==> config.mk <==
export PLATFORM = sky130hd
export DESIGN_NAME = hist_builder_mc
export DESIGN_NICKNAME = d
export VERILOG_FILES = /design/src/rtl/hist_builder_mc.sv
export SDC_FILE = /design/constraint.sdc
export NUM_CORES = 2
export LEC_CHECK = 0
export CORE_ASPECT_RATIO = 1.4
export CORE_MARGIN = 4
export CORE_UTILIZATION = 46
export CTS_CLUSTER_SIZE = 12
export DETAILED_ROUTE_END_ITERATION = 7
export PLACE_DENSITY = 0.6
export SYNTH_ARGS = -nofsm -noshare
export SYNTH_HDL_FRONTEND = slang
export SYNTH_SLANG_ARGS = --single-unit
==> constraint.sdc <==
create_clock -name clk -period 13.6 [get_ports clk]
set_clock_uncertainty 0.05 [all_clocks]
set_input_delay 2.04 -clock clk [delete_from_list [all_inputs] [get_ports clk]]
set_output_delay 2.04 -clock clk [all_outputs]
set_load 0.02 [all_outputs]
==> src/rtl/hist_builder_mc.sv <==
// hist_builder_mc: multi-channel dToF histogram builder. Clears bin memory, accumulates
// TDC events over a programmed number of laser cycles, then streams and read-clears the bins.
module hist_builder_mc #(
  parameter int BIN_W = 6,
  parameter int CNT_W = 8,
  parameter int CH_W  = 2,
  parameter int ACQ_W = 16
) (
  input  logic                 clk,
  input  logic                 res,
  input  logic                 start,
  input  logic [ACQ_W-1:0]     cfg_acq_num,
  input  logic                 cycle_end,
  input  logic                 ts_valid,
  input  logic [CH_W-1:0]      ts_ch,
  input  logic [BIN_W-1:0]     ts_bin,
  output logic                 rd_valid,
  input  logic                 rd_ready,
  output logic [CH_W-1:0]      rd_ch,
  output logic [BIN_W-1:0]     rd_bin,
  output logic [CNT_W-1:0]     rd_count,
  output logic                 busy,
  output logic                 done,
  output logic [(1<<CH_W)-1:0] sat_flags,
  output logic [7:0]           drop_cnt
);

  // state   | meaning
  // IDLE    | waiting for start
  // CLEAR   | zeroing one memory word per cycle
  // ACCUM   | counting events, counting laser cycles
  // DRAIN   | letting the read-modify-write pipeline empty
  // READOUT | streaming words out, clearing each one on transfer

  localparam int AW = CH_W + BIN_W;
  localparam int DEPTH = 1 << AW;
  localparam logic [AW-1:0] LAST_ADDR = {AW{1'b1}};
  localparam logic [CNT_W-1:0] CNT_MAX = {CNT_W{1'b1}};

  typedef enum logic [2:0] {
    S_IDLE,
    S_CLEAR,
    S_ACCUM,
    S_DRAIN,
    S_READOUT
  } state_t;

  state_t state, state_nxt;

  logic [CNT_W-1:0] mem [DEPTH];
  logic [CNT_W-1:0] mem_q;
  logic             mem_we, mem_re;
  logic [AW-1:0]    mem_waddr, mem_raddr;
  logic [CNT_W-1:0] mem_wdata;

  logic [ACQ_W-1:0] acq_target, acq_cnt;
  logic             acq_last;
  logic [AW-1:0]    clr_addr;
  logic [AW-1:0]    rd_addr;

  logic             s1_valid, s2_valid;
  logic [AW-1:0]    s1_addr, s2_addr;
  logic [CNT_W-1:0] s2_data;
  logic [CNT_W-1:0] old_val, inc_val;
  logic             hit_sat;

  logic             acc_en, rd_fire, rd_last;

  assign acq_last = (acq_cnt == acq_target - ACQ_W'(1));

  // The word written at the previous edge is not yet visible in mem_q; take it from stage 2.
  assign old_val = (s2_valid && (s2_addr == s1_addr)) ? s2_data : mem_q;
  assign hit_sat = (old_val == CNT_MAX);
  assign inc_val = hit_sat ? old_val : old_val + CNT_W'(1);

  always_ff @(posedge clk or posedge res) begin
    if (res) begin
      state <= S_IDLE;
    end else begin
      state <= state_nxt;
    end
  end

  always_comb begin
    state_nxt = state;
    case (state)
      S_IDLE:    if (start) state_nxt = S_CLEAR;
      S_CLEAR:   if (clr_addr == LAST_ADDR) state_nxt = S_ACCUM;
      S_ACCUM:   if (cycle_end && acq_last) state_nxt = S_DRAIN;
      S_DRAIN:   if (!s1_valid) state_nxt = S_READOUT;
      S_READOUT: if (rd_last) state_nxt = S_IDLE;
      default:   state_nxt = S_IDLE;
    endcase
  end

  always_comb begin
    busy    = (state != S_IDLE);
    acc_en  = (state == S_ACCUM) && ts_valid;
    rd_fire = rd_valid && rd_ready;
    rd_last = rd_fire && (rd_addr == LAST_ADDR);

    mem_re    = 1'b0;
    mem_raddr = '0;
    if (acc_en) begin
      mem_re    = 1'b1;
      mem_raddr = {ts_ch, ts_bin};
    end else if ((state == S_DRAIN) && !s1_valid) begin
      mem_re    = 1'b1;
      mem_raddr = '0;
    end else if (rd_fire && !rd_last) begin
      mem_re    = 1'b1;
      mem_raddr = rd_addr + AW'(1);
    end

    mem_we    = 1'b0;
    mem_waddr = '0;
    mem_wdata = '0;
    if (state == S_CLEAR) begin
      mem_we    = 1'b1;
      mem_waddr = clr_addr;
    end else if (s1_valid) begin
      mem_we    = 1'b1;
      mem_waddr = s1_addr;
      mem_wdata = inc_val;
    end else if (rd_fire) begin
      mem_we    = 1'b1;
      mem_waddr = rd_addr;
    end
  end

  always_ff @(posedge clk) begin
    if (mem_we) mem[mem_waddr] <= mem_wdata;
    if (mem_re) mem_q <= mem[mem_raddr];
  end

  always_ff @(posedge clk or posedge res) begin
    if (res) begin
      acq_target <= '0;
      acq_cnt    <= '0;
      clr_addr   <= '0;
      rd_addr    <= '0;
      rd_valid   <= 1'b0;
      s1_valid   <= 1'b0;
      s1_addr    <= '0;
      s2_valid   <= 1'b0;
      s2_addr    <= '0;
      s2_data    <= '0;
      sat_flags  <= '0;
      drop_cnt   <= '0;
      done       <= 1'b0;
    end else begin
      s1_valid <= acc_en;
      s1_addr  <= {ts_ch, ts_bin};
      s2_valid <= s1_valid;
      s2_addr  <= s1_addr;
      s2_data  <= inc_val;
      done     <= rd_last;

      if ((state == S_IDLE) && start) begin
        acq_target <= (cfg_acq_num == '0) ? ACQ_W'(1) : cfg_acq_num;
        sat_flags  <= '0;
        drop_cnt   <= '0;
        clr_addr   <= '0;
      end else begin
        if (ts_valid && (state != S_ACCUM) && (drop_cnt != 8'hFF))
          drop_cnt <= drop_cnt + 8'd1;
        if (s1_valid && hit_sat)
          sat_flags[s1_addr[AW-1:BIN_W]] <= 1'b1;
      end

      if (state == S_CLEAR)
        clr_addr <= clr_addr + AW'(1);

      if (state == S_CLEAR)
        acq_cnt <= '0;
      else if ((state == S_ACCUM) && cycle_end && !acq_last)
        acq_cnt <= acq_cnt + ACQ_W'(1);

      if ((state == S_DRAIN) && !s1_valid) begin
        rd_valid <= 1'b1;
        rd_addr  <= '0;
      end else if (rd_fire) begin
        if (rd_last)
          rd_valid <= 1'b0;
        else
          rd_addr <= rd_addr + AW'(1);
      end
    end
  end

  assign rd_ch    = rd_addr[AW-1:BIN_W];
  assign rd_bin   = rd_addr[BIN_W-1:0];
  assign rd_count = rd_valid ? mem_q : '0;

endmodule

After elaboration in Yosys (flattened, before gate mapping)
Memory sizes are Yosys's and may differ from the RTL's. A register that Yosys moved wholly into a read port is not among the register bits.
Index checks and enable logic that the tools add are counted.

storage, ports and cells
  memories kept = 1
  memory bits (writable) = 2048
  output and inout bits = 31
  register bits = 91

memories
  name  words  width  read ports  clocked after Yosys merged registers in  write ports  line  text
  mem   256    8      1           1                                        1            50    logic [CNT_W-1:0] mem [DEPTH];

operators by class
  $add $sub $neg = 6
  magnitude comparators = 2
  multiplexer cells = 42
  bitwise logic cells = 1
  equality and inequality tests = 17
  reductions and logical operators = 29

operators with widths
  cell                                                                   number
  8-bit two-way mux                                                      18
  16-bit two-way mux                                                     3
  8-bit by 1-bit adder with 8-bit output (second input constant)         4
  8-bit == test (second input constant)                                  3
  16-bit by 1-bit adder with 16-bit output (second input constant)       1
  16-bit == test                                                         1
  16-bit zero test                                                       1
  16-bit by 1-bit subtractor with 16-bit output (second input constant)  1
  3-bit two-way mux                                                      5
  3-bit case mux with 5 select lines                                     1
  1-bit logical AND                                                      14
  1-bit two-way mux                                                      12
  2-bit nonzero test                                                     6
  2-bit inequality test (second input constant)                          5
  8-bit == test                                                          1
  4-bit two-way mux                                                      2
  8-bit inequality test (second input constant)                          1
  3-bit by 2-bit == test with 1-bit output (second input constant)       2
  5-bit AND reduction                                                    1
  4-bit OR                                                               1
  2-bit AND reduction                                                    2
  3-bit by 1-bit == test with 1-bit output (second input constant)       1
  3-bit == test (second input constant)                                  1
  1-bit zero test                                                        3
  7 further kinds                                                        7

Logic depth before layout (Yosys ltp)
  word-level depth = 7
  mapped depth = 18

Worst setup path after synthesis
No wires, ideal clock.

  path kind = register to register
  from = register s1_addr[6]
  to = memory mem[0][4], data pin
  clock period less this slack = 10.106 ns
  arrival = 8.608 ns
  data required time = 12.102 ns
  cell stages (with the launch flop) = 12
  setup slack = 3.494 ns
  cells stage by stage = dfrtp_1 -> xnor2_1 -> nand4_1 -> nor3_1 -> mux2i_1 -> inv_1 -> ha_1 -> o21a_1 -> nand2_1 -> nand3b_1 -> xor2_1 -> nor2b_1

on the way
  cells in the longest elaborated chain, start to end = 7
  elaborated cells between the ends (all ways) = 8
  those cells by class = add/sub: 1; eq/ne: 2; mux: 4; reduce/logical: 1

ends and longest elaborated chain
  element                                                                         line    text
  from (decl)                                                                     62      logic [AW-1:0] s1_addr, s2_addr;
  from (signal assigned)                                                          153     s1_addr <= {ts_ch, ts_bin};
  8-bit == test (*)                                                               72      assign old_val = (s2_valid && (s2_addr == s1_addr)) ? s2_data : mem_q;
  1-bit logical AND (*)                                                           72
  8-bit two-way mux (*)                                                           72
  8-bit by 1-bit adder with 8-bit output / 8-bit == test (equally long branches)  74, 73
  8-bit two-way mux (*)                                                           74      assign inc_val = hit_sat ? old_val : old_val + CNT_W'(1);
  via inc_val[4]                                                                  64      logic [CNT_W-1:0] old_val, inc_val;
  8-bit two-way mux (*)                                                           121     end else if (s1_valid) begin
  8-bit two-way mux (*)                                                           118     if (state == S_CLEAR) begin
  via mem_wdata[4]                                                                54      logic [CNT_W-1:0] mem_wdata;
  to (decl)                                                                       50

The timed path passes the listed nets; every way through them passes the cells marked *.

Worst setup path after layout
  from = input ts_valid
  to = register mem_q[3], read port of mem, data pin

on the way
  cells in the longest elaborated chain, start to end = 2
  elaborated cells between the ends (all ways) = 3
  those cells by class = mux: 2; reduce/logical: 1

ends and longest elaborated chain
  element                                                        line  text
  from (decl)                                                    14    input logic ts_valid,
  1-bit logical AND (*)                                          98    acc_en = (state == S_ACCUM) && ts_valid;
  8-bit two-way mux / 1-bit two-way mux (equally long branches)  104   if (acc_en) begin
  to (decl)                                                      51    logic [CNT_W-1:0] mem_q;

Mark *: on every way between the ends. The rest lies on a longest branch, timed or not.
A chain may end at the register's enable or synchronous reset.

==> results <==
- The largest net degree at the start of global routing is 214.
- The cell depth of the worst setup path is 13.
- The clock-pin slew reported for the worst setup and hold paths after clock tree synthesis is 0.06 ns.
- The largest fanout of any net on the critical path is roughly 100.
- The number of buffers inserted for hold repair after clock tree synthesis is 0.
- The detailed router placed ~55000 vias in this run.
- The number of distinct library cells after synthesis is 75.
- In this run the worst setup path terminates at mem_q[3].
- The top flip-flop cell by instance count after synthesis is sky130_fd_sc_hd__edfxtp_1.
- For this run, the detailed router's first-pass iteration total came to 6.
- The worst-case clock buffer depth is 4.
- The number of global-route vias before repair is 53100.
- At the end of routability-driven placement, the weighted congestion stood at slightly above 0.9.
- The minimum clock period is 7.72 ns.
- The first global-routing pass estimated 381000 microns of wire.
- The worst hold margin is 0.382 ns.
- The critical path data required time is 14.04 ns.
- The type of the setup path with the least slack is in2reg.
- The worst setup path is launched from an input port.
- At the pin with the least slew margin, the transition time is ~1.4 ns.
- In the layout the commonest cells are sky130_fd_sc_hd__edfxtp_1, sky130_fd_sc_hd__nand2_1, sky130_fd_sc_hd__a21oi_1.
- The longest individual stage delay on the worst path is 1.26 ns.
- The pre-CTS worst setup slack is 5.22 ns.
- The initialized floorplan defines around 190 standard-cell rows.
- The flow ran to the end, and the final reports show no timing, DRC or antenna violations.
- The netlist area before placement is slightly below 90000 sq um.
- The depth of the worst hold-timing path is 0.
- For this design, the sink count on the clock tree is 2147.
- The worst register-to-register path begins at state[1].
- For this configuration, the core starts out at a cell density of 46.2%.
- The aggregate global-route resource usage is 26.6%.
- In this run the worst hold path is classified as reg2reg.
- For this run, the register share of the synthesized area comes to 73.9%.
- The number of gates resized after CTS was 0.
- The overall die area is between 150000 and 200000 sq um.
- The final setup TNS is 0 ns.
- The data arrival time of the critical path is 8.17 ns.
- Using the TritonRoute via totals, the vias-per-cell ratio works out to 6.13.
- The synthesis-stage register bit count is ~2100.
- The core footprint is 187000 sq um.
- The overall routed net length is 265000 microns.
- The max-slew violation count came to 0.
- Measured against its own limit, the worst slew margin works out to 3.80%.
- The endpoint identified for the worst register-to-register timing path is mem_q[3].
- The total power is between 15 and 20 mW.
- Setup repair after global routing left no endpoint under its margin.
- Compared with the post-synthesis result, the final layout area differs by 10.7%.
- The library cell with the largest summed area after synthesis is sky130_fd_sc_hd__edfxtp_1.
- Across the run, the number of max-cap violations was 0.
- The number of setup buffers added after CTS is 0.
- The detail route stage leaves a number of antenna-violating nets equal to 0.
- The count of pins on the block boundary is 61.
- The count of routing violations after the opening detailed-route iteration is 5910.
- The cell count after synthesis is 6440.
- The cell sitting at the root of the clock tree is a sky130_fd_sc_hd__clkbuf_16.
- The number of buffers and inverters on the critical path is 4.
- The library cell used most frequently in the layout, excluding fill and tap cells, is sky130_fd_sc_hd__edfxtp_1.
- The clock insertion delay at the later pin of the skew report is 0.87 ns.
- The cell with the largest stage delay on the worst path is sky130_fd_sc_hd__o311ai_0.
- Port buffering added 60 buffers.
- The achievable clock frequency is 129 MHz.
- The HPWL after detailed placement is ~160000 microns.
- The synthesized design contains 2056 enable-type register cells.
- The worst setup path is captured at a register.
- Averaged over all synthesized cells, the footprint is 13.5 sq um.
- In this run the number of H-tree levels came out at 4.
- The count of warnings emitted by yosys is 0.
- The total count of hold-check failures in the final report is 0.
- Setup violations remaining at the end of the flow were counted as 0.
- For this run, the post-layout net count is 6477.
- Summed over all layers, the global routing overflow is 0.
- Once routing completed, OpenROAD measured the worst setup slack at 5.88 ns.
- Across all register-to-register paths, the minimum setup slack is 6.97 ns.
- TritonCTS built the clock tree.
- The number of antenna violations at the first check in global routing is 8.
- Walking the worst path, the cells encountered are clkdlybuf4s50_1, nand4bb_1, clkinv_1, nand2_1, o31a_2, buf_4, buf_12, mux2i_1, o221ai_1, a21oi_1, o21ai_0, o311ai_0, o211ai_1.
- On the critical path the largest part of the delay comes from compound AO/OA/AOI/OAI gates.
- Yosys attributes the largest share of cell area to sky130_fd_sc_hd__edfxtp_1, sky130_fd_sc_hd__nand2_1, sky130_fd_sc_hd__mux2i_1.
- In the final routed layout, each cell accounts on average for 29.4 microns.
- The net count of the mapped netlist is 6476.
- Counting the buffers created by CTS gives ~210.
- For this design the ratio of total power to cell area is around 180 nW/um^2.
- The post-detailed-route DRC marker count is 0.
- The timing startpoint of the critical path is ts_valid.
- The share of flip-flops with an asynchronous set or reset is 4.24%.
- Measured along the x axis, the die boundary spans 375 microns.
- The highest ir drop seen on vdd is 0.195 mV.
- The share of the synthesized area in the top cell type is 71.2%.
- The static leakage is 32.9 nW.
- The final clock period utilization by the worst path is 56.8%.
- The ratio of cells with drive above 1 in the final layout is 6.63%.
- Cells fill 51.2% of the core in the end.
- The number of cells on the worst reg-to-reg path is 12.
- The floorplan die height is about 520 microns.
## flip-flops by register name, indices dropped and copies added, names as in the netlist
register    cells
done            1
mem_q           8
state           3
mem          2048
sat_flags       4
s2_addr         8
acq_target     16
s1_addr         8
clr_addr        8
s2_data         8
drop_cnt        8
rd_addr         8
s1_valid        1
s2_valid        1
rd_valid        1
acq_cnt        16
## worst min path at each step
stage	to	startpoint	slack (ns)
after floorplan	s2_valid	s1_valid	0.30
after global placement	s2_addr[1]	s1_addr[1]	0.36
after detailed placement	s2_addr[1]	s1_addr[1]	0.37
after CTS	s2_addr[1]	s1_addr[1]	0.38
after global routing	s2_addr[3]	s1_addr[3]	0.40
final	s2_addr[1]	s1_addr[1]	0.38
## synth_stat cells (53+ instances only)
library cell / number
sky130_fd_sc_hd__buf_2: 138
sky130_fd_sc_hd__buf_1: 71
sky130_fd_sc_hd__a22oi_1: 53
sky130_fd_sc_hd__nor3_1: 53
sky130_fd_sc_hd__a21oi_1: 427
sky130_fd_sc_hd__clkbuf_1: 196
sky130_fd_sc_hd__nand2_1: 1434
sky130_fd_sc_hd__mux2i_1: 342
sky130_fd_sc_hd__dfrtp_1: 91
sky130_fd_sc_hd__o22ai_1: 78
sky130_fd_sc_hd__nand3_1: 408
sky130_fd_sc_hd__o21ai_0: 60
sky130_fd_sc_hd__nor2_1: 365
sky130_fd_sc_hd__a31oi_1: 83
sky130_fd_sc_hd__edfxtp_1: 2056
sky130_fd_sc_hd__o221ai_1: 87
## logic make-up (layout without fill, tap and decap cells)
group | after synthesis | after routing | synth area share [%]
adder cells (fa/ha/maj) | 6 | 6 | 0.0866
AO/OA/AOI/OAI | 997 | 997 | 7.36
flip-flops | 2147 | 2147 | 73.9
multiplexers | 357 | 357 | 4.15
AND/OR/NAND/NOR | 2450 | 2450 | 11.9
XOR/XNOR | 60 | 60 | 0.606
buffers and inverters | 423 | 494 | 2.05
other | 0 | 7 | 0
## routing by layer
| metal | track usage (%) | up-vias | part of all wire [%] |
|---|---|---|---|
| met5 | 0 | - | 0.0049 |
| met4 | 14.9 | 2 | 6.5 |
| met3 | 4.61 | 667 | 8.2 |
| met2 | 43.6 | 2717 | 48 |
| met1 | 33.8 | 27800 | 37 |
| li1 | - | 24000 | - |
## through the flow
stage / cell area (sq um) / std cells
after global routing: 95900 / 8982
final: 95900 / 8988
after global placement: 90100 / 8697
after floorplan: 86700 / 6440
after detailed placement: 90100 / 8698
after CTS: 95900 / 8981
## where the power goes
group	internal, mW	switching, mW	total, mW
Sequential	7.24	0.0933	7.33
Combinational	1.32	3.63	4.95
Clock	2.89	2.35	5.24
## final cells by class
cell class / count / area [sq um]
Antenna cell: 7 / 17.5
Timing Repair Buffer: 195 / 1830
Inverter: 16 / 61.3
Multi-Input combinational cell: 3870 / 21100
Clock buffer: 264 / 5620
Fill cell: 15500 / 91600
Sequential cell: 2147 / 64000
Tap cell: 2470 / 3090
Clock inverter: 19 / 169
Power figures use the tool's default switching activity.
